[config.mk]
export PLATFORM = sky130hd
export DESIGN_NAME = station_writer_flat
export DESIGN_NICKNAME = d
export VERILOG_FILES = /design/src/rtl/station_writer_if.sv /design/src/rtl/station_writer.sv /design/src/flat_wrapper.sv
export SDC_FILE = /design/constraint.sdc
export NUM_CORES = 1
export LEC_CHECK = 0
export ABC_CLOCK_PERIOD_IN_PS = 2040
export BUFFER_PORTS_ARGS = -buffer_cell sky130_fd_sc_hd__buf_2
export CORE_AREA = 2 2 422 424
export CTS_CLUSTER_SIZE = 16
export DETAILED_ROUTE_END_ITERATION = 10
export DIE_AREA = 0 0 424 426
export MAX_ROUTING_LAYER = met4
export SYNTH_ARGS = -nofsm -noshare
export SYNTH_HDL_FRONTEND = slang
export SYNTH_SLANG_ARGS = --single-unit
[constraint.sdc]
create_clock -name clk -period 2.04 [get_ports clk]
set_clock_uncertainty 0.1 [all_clocks]
set_input_delay 0.102 -clock clk [delete_from_list [all_inputs] [get_ports clk]]
set_output_delay 0.102 -clock clk [all_outputs]
set_load 0.01 [all_outputs]
[src/rtl/station_writer_if.sv]
// station_writer_if: pWQE stream, station slot status, dpsram port 0, slot set request and statistics
interface station_writer_if #(
  parameter int PWQE_BUF_ADDR_WIDTH  = 2,
  parameter int PWQE_BUF_WIDTH       = 512,
  parameter int PWQE_SLOT_NUM        = 4,
  parameter int PWQE_SLOT_ADDR_WIDTH = 2,
  parameter int CNT_WIDTH            = 16
) ();
  logic                            i_wqe_valid;
  logic                            o_wqe_ready;
  logic [PWQE_BUF_WIDTH-1:0]       i_wqe_data;
  logic [PWQE_SLOT_NUM-1:0]        i_slot_status;
  logic                            o_ren_0;
  logic                            o_wen_0;
  logic [PWQE_BUF_ADDR_WIDTH-1:0]  o_addr_0;
  logic [PWQE_BUF_WIDTH-1:0]       o_din_0;
  logic                            o_set_req;
  logic [PWQE_SLOT_ADDR_WIDTH-1:0] o_set_addr;
  logic [CNT_WIDTH-1:0]            o_wqe_cnt;
  logic [CNT_WIDTH-1:0]            o_stall_cnt;
  modport master (
    output i_wqe_valid, i_wqe_data, i_slot_status,
    input  o_wqe_ready, o_ren_0, o_wen_0, o_addr_0, o_din_0, o_set_req, o_set_addr, o_wqe_cnt, o_stall_cnt
  );
  modport slave (
    input  i_wqe_valid, i_wqe_data, i_slot_status,
    output o_wqe_ready, o_ren_0, o_wen_0, o_addr_0, o_din_0, o_set_req, o_set_addr, o_wqe_cnt, o_stall_cnt
  );
endinterface

[src/rtl/station_writer.sv]
// station_writer: writes accepted pWQEs into the lowest free station slot; STATION_WRITER_STALL_CNT_EN adds the full-station stall counter
module station_writer #(
  parameter int PWQE_BUF_ADDR_WIDTH  = 2,
  parameter int PWQE_BUF_WIDTH       = 512,
  parameter int PWQE_SLOT_NUM        = 4,
  parameter int PWQE_SLOT_ADDR_WIDTH = 2,
  parameter int CNT_WIDTH            = 16
) (
  input logic clk,
  input logic rst_n,
  station_writer_if.slave bus
);
  typedef enum logic [1:0] {INIT, IDLE, COMMIT, SETTLE} state_t;
  state_t state, state_nxt;
  logic [PWQE_SLOT_ADDR_WIDTH-1:0] free_idx;
  logic ready, accept, commit_nxt;
  assign ready = state == IDLE && |(~bus.i_slot_status);
  assign bus.o_wqe_ready = ready;
  assign bus.o_ren_0 = 1'b0;
  // fixed-priority free slot pick, index 0 wins
  always_comb begin
    free_idx = '0;
    for (int i = PWQE_SLOT_NUM - 1; i >= 0; i--)
      if (!bus.i_slot_status[i]) free_idx = PWQE_SLOT_ADDR_WIDTH'(i);
  end
  // state register
  always_ff @(posedge clk or negedge rst_n)
    if (!rst_n) state <= INIT;
    else state <= state_nxt;
  // next state: one accept, then a commit cycle and a settle cycle for the status to catch up
  always_comb
    state_nxt = state == INIT ? IDLE :
                state == IDLE ? (accept ? COMMIT : IDLE) :
                state == COMMIT ? SETTLE : IDLE;
  // output decode feeding the registered port-0 and set-request outputs
  always_comb begin
    accept = bus.i_wqe_valid && ready;
    commit_nxt = state_nxt == COMMIT;
  end
  // capture the pWQE and slot on accept; strobe write and set during COMMIT only
  always_ff @(posedge clk or negedge rst_n)
    if (!rst_n) begin
      bus.o_wen_0 <= 1'b0;
      bus.o_set_req <= 1'b0;
      bus.o_addr_0 <= '0;
      bus.o_set_addr <= '0;
      bus.o_din_0 <= {PWQE_BUF_WIDTH{1'b0}};
      bus.o_wqe_cnt <= '0;
    end else begin
      bus.o_wen_0 <= commit_nxt;
      bus.o_set_req <= commit_nxt;
      if (accept) begin
        bus.o_addr_0 <= PWQE_BUF_ADDR_WIDTH'(free_idx);
        bus.o_set_addr <= free_idx;
        bus.o_din_0 <= bus.i_wqe_data;
        bus.o_wqe_cnt <= bus.o_wqe_cnt + CNT_WIDTH'(1);
      end
    end
`ifdef STATION_WRITER_STALL_CNT_EN
  // saturating count of idle cycles blocked by a full station
  always_ff @(posedge clk or negedge rst_n)
    if (!rst_n) bus.o_stall_cnt <= '0;
    else if (state == IDLE && bus.i_wqe_valid && &bus.i_slot_status && !(&bus.o_stall_cnt))
      bus.o_stall_cnt <= bus.o_stall_cnt + CNT_WIDTH'(1);
`else
  assign bus.o_stall_cnt = '0;
`endif
endmodule

[src/flat_wrapper.sv]
// flat-port wrapper written by rule: the top's interface ports become plain ports
module station_writer_flat 
#(
  parameter int PWQE_BUF_ADDR_WIDTH  = 2,
  parameter int PWQE_BUF_WIDTH       = 512,
  parameter int PWQE_SLOT_NUM        = 4,
  parameter int PWQE_SLOT_ADDR_WIDTH = 2,
  parameter int CNT_WIDTH            = 16
)
  (clk, rst_n, bus_i_wqe_valid, bus_i_wqe_data, bus_i_slot_status, bus_o_wqe_ready, bus_o_ren_0, bus_o_wen_0, bus_o_addr_0, bus_o_din_0, bus_o_set_req, bus_o_set_addr, bus_o_wqe_cnt, bus_o_stall_cnt);
  station_writer_if #(.PWQE_BUF_ADDR_WIDTH(PWQE_BUF_ADDR_WIDTH), .PWQE_BUF_WIDTH(PWQE_BUF_WIDTH), .PWQE_SLOT_NUM(PWQE_SLOT_NUM), .PWQE_SLOT_ADDR_WIDTH(PWQE_SLOT_ADDR_WIDTH), .CNT_WIDTH(CNT_WIDTH)) bus_i ();
  input logic clk;
  input logic rst_n;
  input wire logic [$bits(bus_i.i_wqe_valid)-1:0] bus_i_wqe_valid;
  input wire logic [$bits(bus_i.i_wqe_data)-1:0] bus_i_wqe_data;
  input wire logic [$bits(bus_i.i_slot_status)-1:0] bus_i_slot_status;
  output wire logic [$bits(bus_i.o_wqe_ready)-1:0] bus_o_wqe_ready;
  output wire logic [$bits(bus_i.o_ren_0)-1:0] bus_o_ren_0;
  output wire logic [$bits(bus_i.o_wen_0)-1:0] bus_o_wen_0;
  output wire logic [$bits(bus_i.o_addr_0)-1:0] bus_o_addr_0;
  output wire logic [$bits(bus_i.o_din_0)-1:0] bus_o_din_0;
  output wire logic [$bits(bus_i.o_set_req)-1:0] bus_o_set_req;
  output wire logic [$bits(bus_i.o_set_addr)-1:0] bus_o_set_addr;
  output wire logic [$bits(bus_i.o_wqe_cnt)-1:0] bus_o_wqe_cnt;
  output wire logic [$bits(bus_i.o_stall_cnt)-1:0] bus_o_stall_cnt;
  assign bus_i.i_wqe_valid = bus_i_wqe_valid;
  assign bus_i.i_wqe_data = bus_i_wqe_data;
  assign bus_i.i_slot_status = bus_i_slot_status;
  assign bus_o_wqe_ready = bus_i.o_wqe_ready;
  assign bus_o_ren_0 = bus_i.o_ren_0;
  assign bus_o_wen_0 = bus_i.o_wen_0;
  assign bus_o_addr_0 = bus_i.o_addr_0;
  assign bus_o_din_0 = bus_i.o_din_0;
  assign bus_o_set_req = bus_i.o_set_req;
  assign bus_o_set_addr = bus_i.o_set_addr;
  assign bus_o_wqe_cnt = bus_i.o_wqe_cnt;
  assign bus_o_stall_cnt = bus_i.o_stall_cnt;
  station_writer #(.PWQE_BUF_ADDR_WIDTH(PWQE_BUF_ADDR_WIDTH), .PWQE_BUF_WIDTH(PWQE_BUF_WIDTH), .PWQE_SLOT_NUM(PWQE_SLOT_NUM), .PWQE_SLOT_ADDR_WIDTH(PWQE_SLOT_ADDR_WIDTH), .CNT_WIDTH(CNT_WIDTH)) u_core (.clk(clk), .rst_n(rst_n), .bus(bus_i));
endmodule
==> flow_summary.json, run 1 <==
{
  "tns_ps": 0,
  "min_path_type": "input pin to register",
  "drt_iter0_drc": 1572,
  "cts_root_buf": "clkbuf_16",
  "max-cap-violations": 0,
  "cpLargestDelayFamily": "simple AND/OR/NAND/NOR gates",
  "routedWlPerCell_um": 21.7,
  "r2r-end": "u_core.bus.o_din_0[103]$_DFFE_PN0N_",
  "num_io_pins": 1071,
  "crit_buf_inv": 2,
  "via_per_inst": 3.54,
  "powerDensity_nw_per_um2": 1220,
  "rsz0062_at_grt": "no",
  "peakVddDrop_v": 0.000580,
  "numCtsBuffers": 72,
  "nNetsFinal": 4609,
  "setup_viol": 0,
  "hold_viol": 0,
  "grt_max_degree": 90,
  "r2r_start": "u_core.state[1]$_DFF_PN0_",
  "cp-start-kind": "register",
  "p_leak_nw": 20.4,
  "rrSetupSlack_ps": 200,
  "die_w_um": 424,
  "worst_slack_ps": 196,
  "cts_tree": "built",
  "grt_pass1_wl_mm": 192,
  "postRouteWirelength_mm": 142,
  "gp_congestion": 0.904,
  "die_y_um": 426,
  "die-area_um2": 181000,
  "initial_core_util": 0.115,
  "dp_hpwl_mm": 113,
  "min_from": "bus_i_wqe_data[351]",
  "yosysUniqueCellTypes": 27,
  "num_rows": 154,
  "grt.overflow.total": 0,
  "clkSlewWorstSetupHoldPaths_ps": 60,
  "grt_usage": 0.157,
  "first_pass_iters": 7,
  "ctsHtreeMaxLevel": 3,
  "vias": 23200,
  "clock_path_buffers": 3,
  "synth_seq_area_share": 0.659,
  "cts_sinks": 533,
  "crit_required_ps": 2550,
  "io_buffers": 1053,
  "drc": 0,
  "preCtsSetupSlack_ps": 198,
  "hold_path_depth": 4,
  "fillers": 19200,
  "ys_warn_count": 0,
  "whs_endpoint": "u_core.bus.o_din_0[351]$_DFFE_PN0N_",
  "critPathLaunch": "u_core.state[1]$_DFF_PN0_",
  "reg2regPathDepth": 6,
  "syn_area_um2": 20300,
  "netlist_instances": 2267,
  "critPathArrivalTime_ps": 2350,
  "ys_ff_latch": 533,
  "critical_path.max_stage_delay_ps": 370,
  "syn_to_final_growth_pct": 91.2,
  "antenna_found_initial": 101,
  "finalCritPeriodShare": 0.904,
  "status": "finished, final reports clean",
  "fmax_mhz": 542,
  "end_kind": "register",
  "clk_latency_ps": 670,
  "fin_util": 0.220,
  "crit_type": "register to register",
  "crit_fanout": 64,
  "syn_area_per_cell_um2": 8.93,
  "ant_nets": 0,
  "layout-drive-gt1-share": 0.302,
  "maxSlewViolCount": 0,
  "path_cells": "and3b_2, and2_4, buf_12, buf_12, nand2_1, nand2_1",
  "grt_pass1_vias": 24700,
  "post_cts_resized": 0,
  "fin_crit_ps": 1840,
  "core-area_um2": 176000,
  "slowest_stage": "dfrtp_1"
}
[layer usage]
layer  routed length [um]  share of wire  up-vias  track usage
li1                     -              -    10500            -
met1                50500           0.35    11200        0.158
met2                65700           0.46     1063        0.244
met3                17700           0.12      407       0.0847
met4                 8610          0.060        0       0.0868
met5                    0              0        -            -
[cell usage in the layout (no fill, tap or decap), types with 3 or more instances in the layout]
cell	count
nand2_1	1543
buf_2	1052
dlygate4sd3_1	736
dfrtp_1	533
clkbuf_16	73
diode_2	66
buf_4	52
buf_12	26
conb_1	17
clkbuf_1	14
clkbuf_8	11
clkinvlp_4	9
xnor2_1	8
clkinv_2	8
nand3_1	7
xor2_1	7
bufinv_16	7
nor3_1	6
inv_1	5
nor2_1	4
nand4_1	3
inv_8	3
[sequential cells by signal (all words and copies together), names as in the netlist]
| register | count |
|---|---|
| u_core.bus.o_addr_0 | 2 |
| u_core.bus.o_din_0 | 512 |
| u_core.bus.o_wen_0 | 1 |
| u_core.bus.o_wqe_cnt | 16 |
| u_core.state | 2 |
[what timing repair did]
item                       CTS  global route
hold endpoints to repair  1049             0
hold buffers               737             0
setup buffers                0             0
[through the flow]
stage | power, mW | hold slack, ps | instances | area [um2]
floorplan | 22.5 | -294 | 2283 | 20300
global placement | 32.3 | -89.5 | 5618 | 28700
detailed placement | 32.6 | -92.2 | 5618 | 28700
CTS | 47.9 | 0.0429 | 6486 | 38600
global route | 50.3 | 30.6 | 6549 | 38700
finish | 47.1 | 64.4 | 6552 | 38700
[kinds of logic after synthesis]
family	after synthesis	synth area share
compound gates	4	0.00105
fa+ha+maj	1	0.000618
simple gates	1571	0.294
mux	1	0.000494
xor+xnor	15	0.00649
buf+inv	141	0.0385
other cells	1	0.000185
flops	533	0.659
[worst reg2reg max path: stages (launching register included)]
cell	delay [ps]
dfrtp_1	370
and3b_2	240
and2_4	210
buf_12	290
buf_12	350
nand2_1	160
nand2_1	70
[synthesized netlist by cell type]
library cell / instances / area (um2)
nand2_1: 1543 / 5790
dfrtp_1: 533 / 13300
buf_2: 69 / 345
buf_4: 38 / 285
clkbuf_1: 24 / 90.1
xnor2_1: 8 / 70.1
nand3_1: 7 / 35.0
xor2_1: 7 / 61.3
nor3_1: 6 / 30.0
inv_1: 5 / 18.8
nor2_1: 4 / 15.0
buf_6: 3 / 33.8
nand4_1: 3 / 18.8
a21oi_1: 2 / 10.0
and4_1: 2 / 17.5
nor4_1: 2 / 12.5
and2_1: 1 / 6.26
and3_1: 1 / 6.26
and3b_2: 1 / 10.0
buf_1: 1 / 3.75
conb_1: 1 / 3.75
ha_1: 1 / 12.5
inv_2: 1 / 3.75
mux2i_1: 1 / 10.0
nand4_2: 1 / 12.5
o21ai_0: 1 / 5.00
o22ai_1: 1 / 6.26
[area by class of cell]
cell class                      count  area (um2)  share of cell area
Clock buffer                       98        2030              0.0524
Clock inverter                     33         482              0.0124
Antenna cell                       66         165             0.00426
Multi-Input combinational cell   1609        6200               0.160
Inverter                            6        30.0            0.000775
Tap cell                         2340        2930              0.0756
Sequential cell                   533       13300               0.344
Timing Repair Buffer             1867       13600               0.350
[where the power goes]
group | leakage [nW] | internal [mW] | switching (mW)
logic | 12.6 | 5.84 | 10.9
clock network | 1.20 | 7.99 | 5.58
registers | 6.58 | 14.4 | 2.43
[worst max path at each step]
stage          depth (start not counted)                                   to
6_report                               6  u_core.bus.o_din_0[103]$_DFFE_PN0N_
5_1_grt                                7  u_core.bus.o_din_0[196]$_DFFE_PN0N_
4_1_cts                                7  u_core.bus.o_din_0[226]$_DFFE_PN0N_
3_5_place_dp                           7  u_core.bus.o_din_0[202]$_DFFE_PN0N_
3_3_place_gp                           6  u_core.bus.o_din_0[449]$_DFFE_PN0N_
2_1_floorplan                          9  u_core.bus.o_din_0[357]$_DFFE_PN0N_
Power figures use the tool's default switching activity.
==> run 2: changes to the inputs <==
Settings changed: ABC_AREA set to 1, CORE_AREA 2 2 422 424 to 2 2 423 425, DIE_AREA 0 0 424 426 to 0 0 425 427, SLEW_MARGIN set to 25.
==> run 2 against run 1 <==
Compared with the run above:
- synthesized cell count grew 2.3%
- hold slack improved by 10 ps
- core utilization fell by 0.47 points
- critical path depth rose by 1
- total power decreased by 3.6%
- non-clock buffer count down 50
- wire length is 15% lower
- area after synthesis grew 0.37%
- combinational power shrank 7%
- sequential share of layout area up 0.45 points
- worst setup slack worse by 110 ps
==> flow_summary.json, run 2 <==
{
  "io_buffers": 1053,
  "maxSlewViolCount": 0,
  "synth_area_leaders": "dfrtp_1 (66%), nand2_1 (29%), buf_2 (1.4%)",
  "min_path_type": "input pin to register",
  "clock_path_buffers": 3,
  "grt_max_degree": 85,
  "fmax_mhz": 511,
  "syn_to_final_growth_pct": 88.1,
  "critPathLaunch": "u_core.state[1]$_DFF_PN0_",
  "syn_area_per_cell_um2": 8.77,
  "core-area_um2": 177000,
  "top_regs": "u_core.bus.o_din_0 x512, u_core.bus.o_wqe_cnt x16",
  "power_mw": 45.5,
  "grt_pass1_vias": 23700,
  "netlist_instances": 2319,
  "whs_endpoint": "u_core.bus.o_din_0[379]$_DFFE_PN0N_",
  "routedWlPerCell_um": 18.6,
  "p_sw_mw": 17.6,
  "grt.overflow.total": 0,
  "gp_congestion": 0.933,
  "status": "finished, final reports clean",
  "nNetsFinal": 4609,
  "final_common_cell": "nand2_1",
  "yosys-top-cells-count": "nand2_1 (1591), dfrtp_1 (533), buf_2 (58), clkbuf_1 (36), buf_4 (32)",
  "fillers": 19300,
  "yosysTopAreaCell": "dfrtp_1",
  "min_from": "bus_i_wqe_data[379]",
  "first_pass_iters": 6,
  "num_io_pins": 1071,
  "die_y_um": 427,
  "max-cap-violations": 0,
  "p_leak_nw": 20.3,
  "yosysUniqueCellTypes": 19,
  "cts_root_buf": "clkbuf_16",
  "end_kind": "register",
  "mostFrequentLayoutCells": "nand2_1 (1591), buf_2 (1052), dlygate4sd3_1 (691), dfrtp_1 (533), clkbuf_16 (71)",
  "drc": 0,
  "die_w_um": 425,
  "ant_nets": 0,
  "critPathArrivalTime_ps": 2430,
  "ys_ff_latch": 533,
  "r2r_start": "u_core.state[1]$_DFF_PN0_",
  "reg2regPathDepth": 7,
  "via_per_inst": 3.55,
  "regMostFlops": "u_core.bus.o_din_0",
  "initial_core_util": 0.115,
  "finalCritPeriodShare": 0.959,
  "seqPwrFrac": 0.368,
  "fin_crit_ps": 1960,
  "tns_ps": 0,
  "vias": 23200,
  "grt_usage": 0.130,
  "grt_pass1_wl_mm": 167,
  "num_rows": 155,
  "antenna_found_initial": 28,
  "synth_seq_area_share": 0.656,
  "seq_area_um2": 13300,
  "power.internal_mw": 27.9,
  "hold_viol": 0,
  "clk_latency_ps": 670,
  "hold_path_depth": 4,
  "r2r-end": "u_core.bus.o_din_0[353]$_DFFE_PN0N_",
  "cts_sinks": 533,
  "setup_viol": 0,
  "cts_tree": "built",
  "ctsHtreeMaxLevel": 3,
  "yosysMostFrequentCell": "nand2_1",
  "drt_iter0_drc": 1765,
  "multiInputGateArea_um2": 6310,
  "fin_util": 0.216,
  "layout-drive-gt1-share": 0.301,
  "synth.top_cell.area_share": 0.656,
  "syn_area_um2": 20300,
  "crit_type": "register to register",
  "p_sw_frac": 0.387,
  "synth_ff_type": "dfrtp_1",
  "rrSetupSlack_ps": 80,
  "crit_fanout": 19,
  "powerDensity_nw_per_um2": 1190,
  "clkSlewWorstSetupHoldPaths_ps": 60,
  "numCtsBuffers": 70,
  "crit_required_ps": 2510,
  "cp-start-kind": "register",
  "fin_hold_ws_ps": 74.7,
  "synth_edf_count": 0,
  "peakVddDrop_v": 0.000606,
  "ys_warn_count": 0,
  "die-area_um2": 181000,
  "clock_power_share": 0.290,
  "postCtsSetupRepairBufs": 0,
  "async_flop_share": 1.00,
  "postRouteWirelength_mm": 121,
  "largest_reg_flops": 512,
  "p_comb_frac": 0.342,
  "dp_hpwl_mm": 90.3
}
run 2: area by class of cell:
type / count / area share
multi-input cells: 1653 / 0.165
flip-flops and latches: 533 / 0.349
inverters: 14 / 0.00157
repair buffers: 1817 / 0.343
diodes: 24 / 0.00157
clock buffers: 88 / 0.0510
well taps: 2355 / 0.0771
clock inverters: 37 / 0.0117
run 2: worst max-delay path by stage:
stage                                                end  slack [ps]  cells after the start
global route         u_core.bus.o_din_0[353]$_DFFE_PN0N_          -4                      7
detailed placement  u_core.bus.o_wqe_cnt[14]$_DFFE_PN0N_         130                     11
CTS                  u_core.bus.o_din_0[353]$_DFFE_PN0N_          20                      7
finish               u_core.bus.o_din_0[353]$_DFFE_PN0N_          80                      7
floorplan           u_core.bus.o_wqe_cnt[10]$_DFFE_PN0N_         540                      8
global placement    u_core.bus.o_wqe_cnt[14]$_DFFE_PN0N_         120                      8
run 2: cell families (layout without fill, tap and decap cells):
| kind of cell | Yosys count | after routing | synth area share |
|---|---|---|---|
| AOI/OAI and AO/OA | 3 | 3 | 0.000738 |
| DFF | 533 | 533 | 0.656 |
| and+or+nand+nor | 1624 | 1624 | 0.302 |
| buffers and inverters | 149 | 1956 | 0.0370 |
| xor gates and xnor gates | 8 | 8 | 0.00345 |
| adders and majority gates | 1 | 1 | 0.000615 |
| other | 1 | 41 | 0.000184 |
run 2: what timing repair did:
item / in CTS / in global routing
resized for setup: 0 / 1
setup endpoints to repair: 0 / 9
endpoints found under the hold margin: 1049 / 0
hold buffers: 692 / 0
run 2: through the flow:
stage,worst slack (ps),std cells,cell area [um2]
finish,83.3,6521,38200
global route,-4.00,6519,38200
CTS,20.2,6497,38200
detailed placement,126,5680,28800
global placement,124,5680,28800
floorplan,544,2335,20400
run 2: power groups by stage:
stage | Combinational, mW | Clock, mW | Sequential, mW
after floorplan | 4.21 | 0 | 18.3
after global placement | 14.5 | 0 | 16.6
after detailed placement | 14.6 | 0 | 16.7
after CTS | 15.7 | 13.7 | 16.6
after global routing | 17.2 | 14.0 | 17.1
final | 15.6 | 13.2 | 16.7
run 2: worst max-delay path, stage by stage (launching register included):
cell,delay (ps)
dfrtp_1,390
nor2_2,180
nand3_4,150
inv_8,130
buf_12,170
nand2_1,70
dlygate4sd3_1,570
nand2_1,80
run 2: per-layer routing:
| metal | GRT usage | up-vias | routed length, um |
|---|---|---|---|
| li1 | - | 10500 | - |
| met1 | 0.142 | 11300 | 44400 |
| met2 | 0.197 | 1116 | 55700 |
| met3 | 0.0708 | 247 | 16200 |
| met4 | 0.0520 | 0 | 4680 |
| met5 | - | - | 0 |
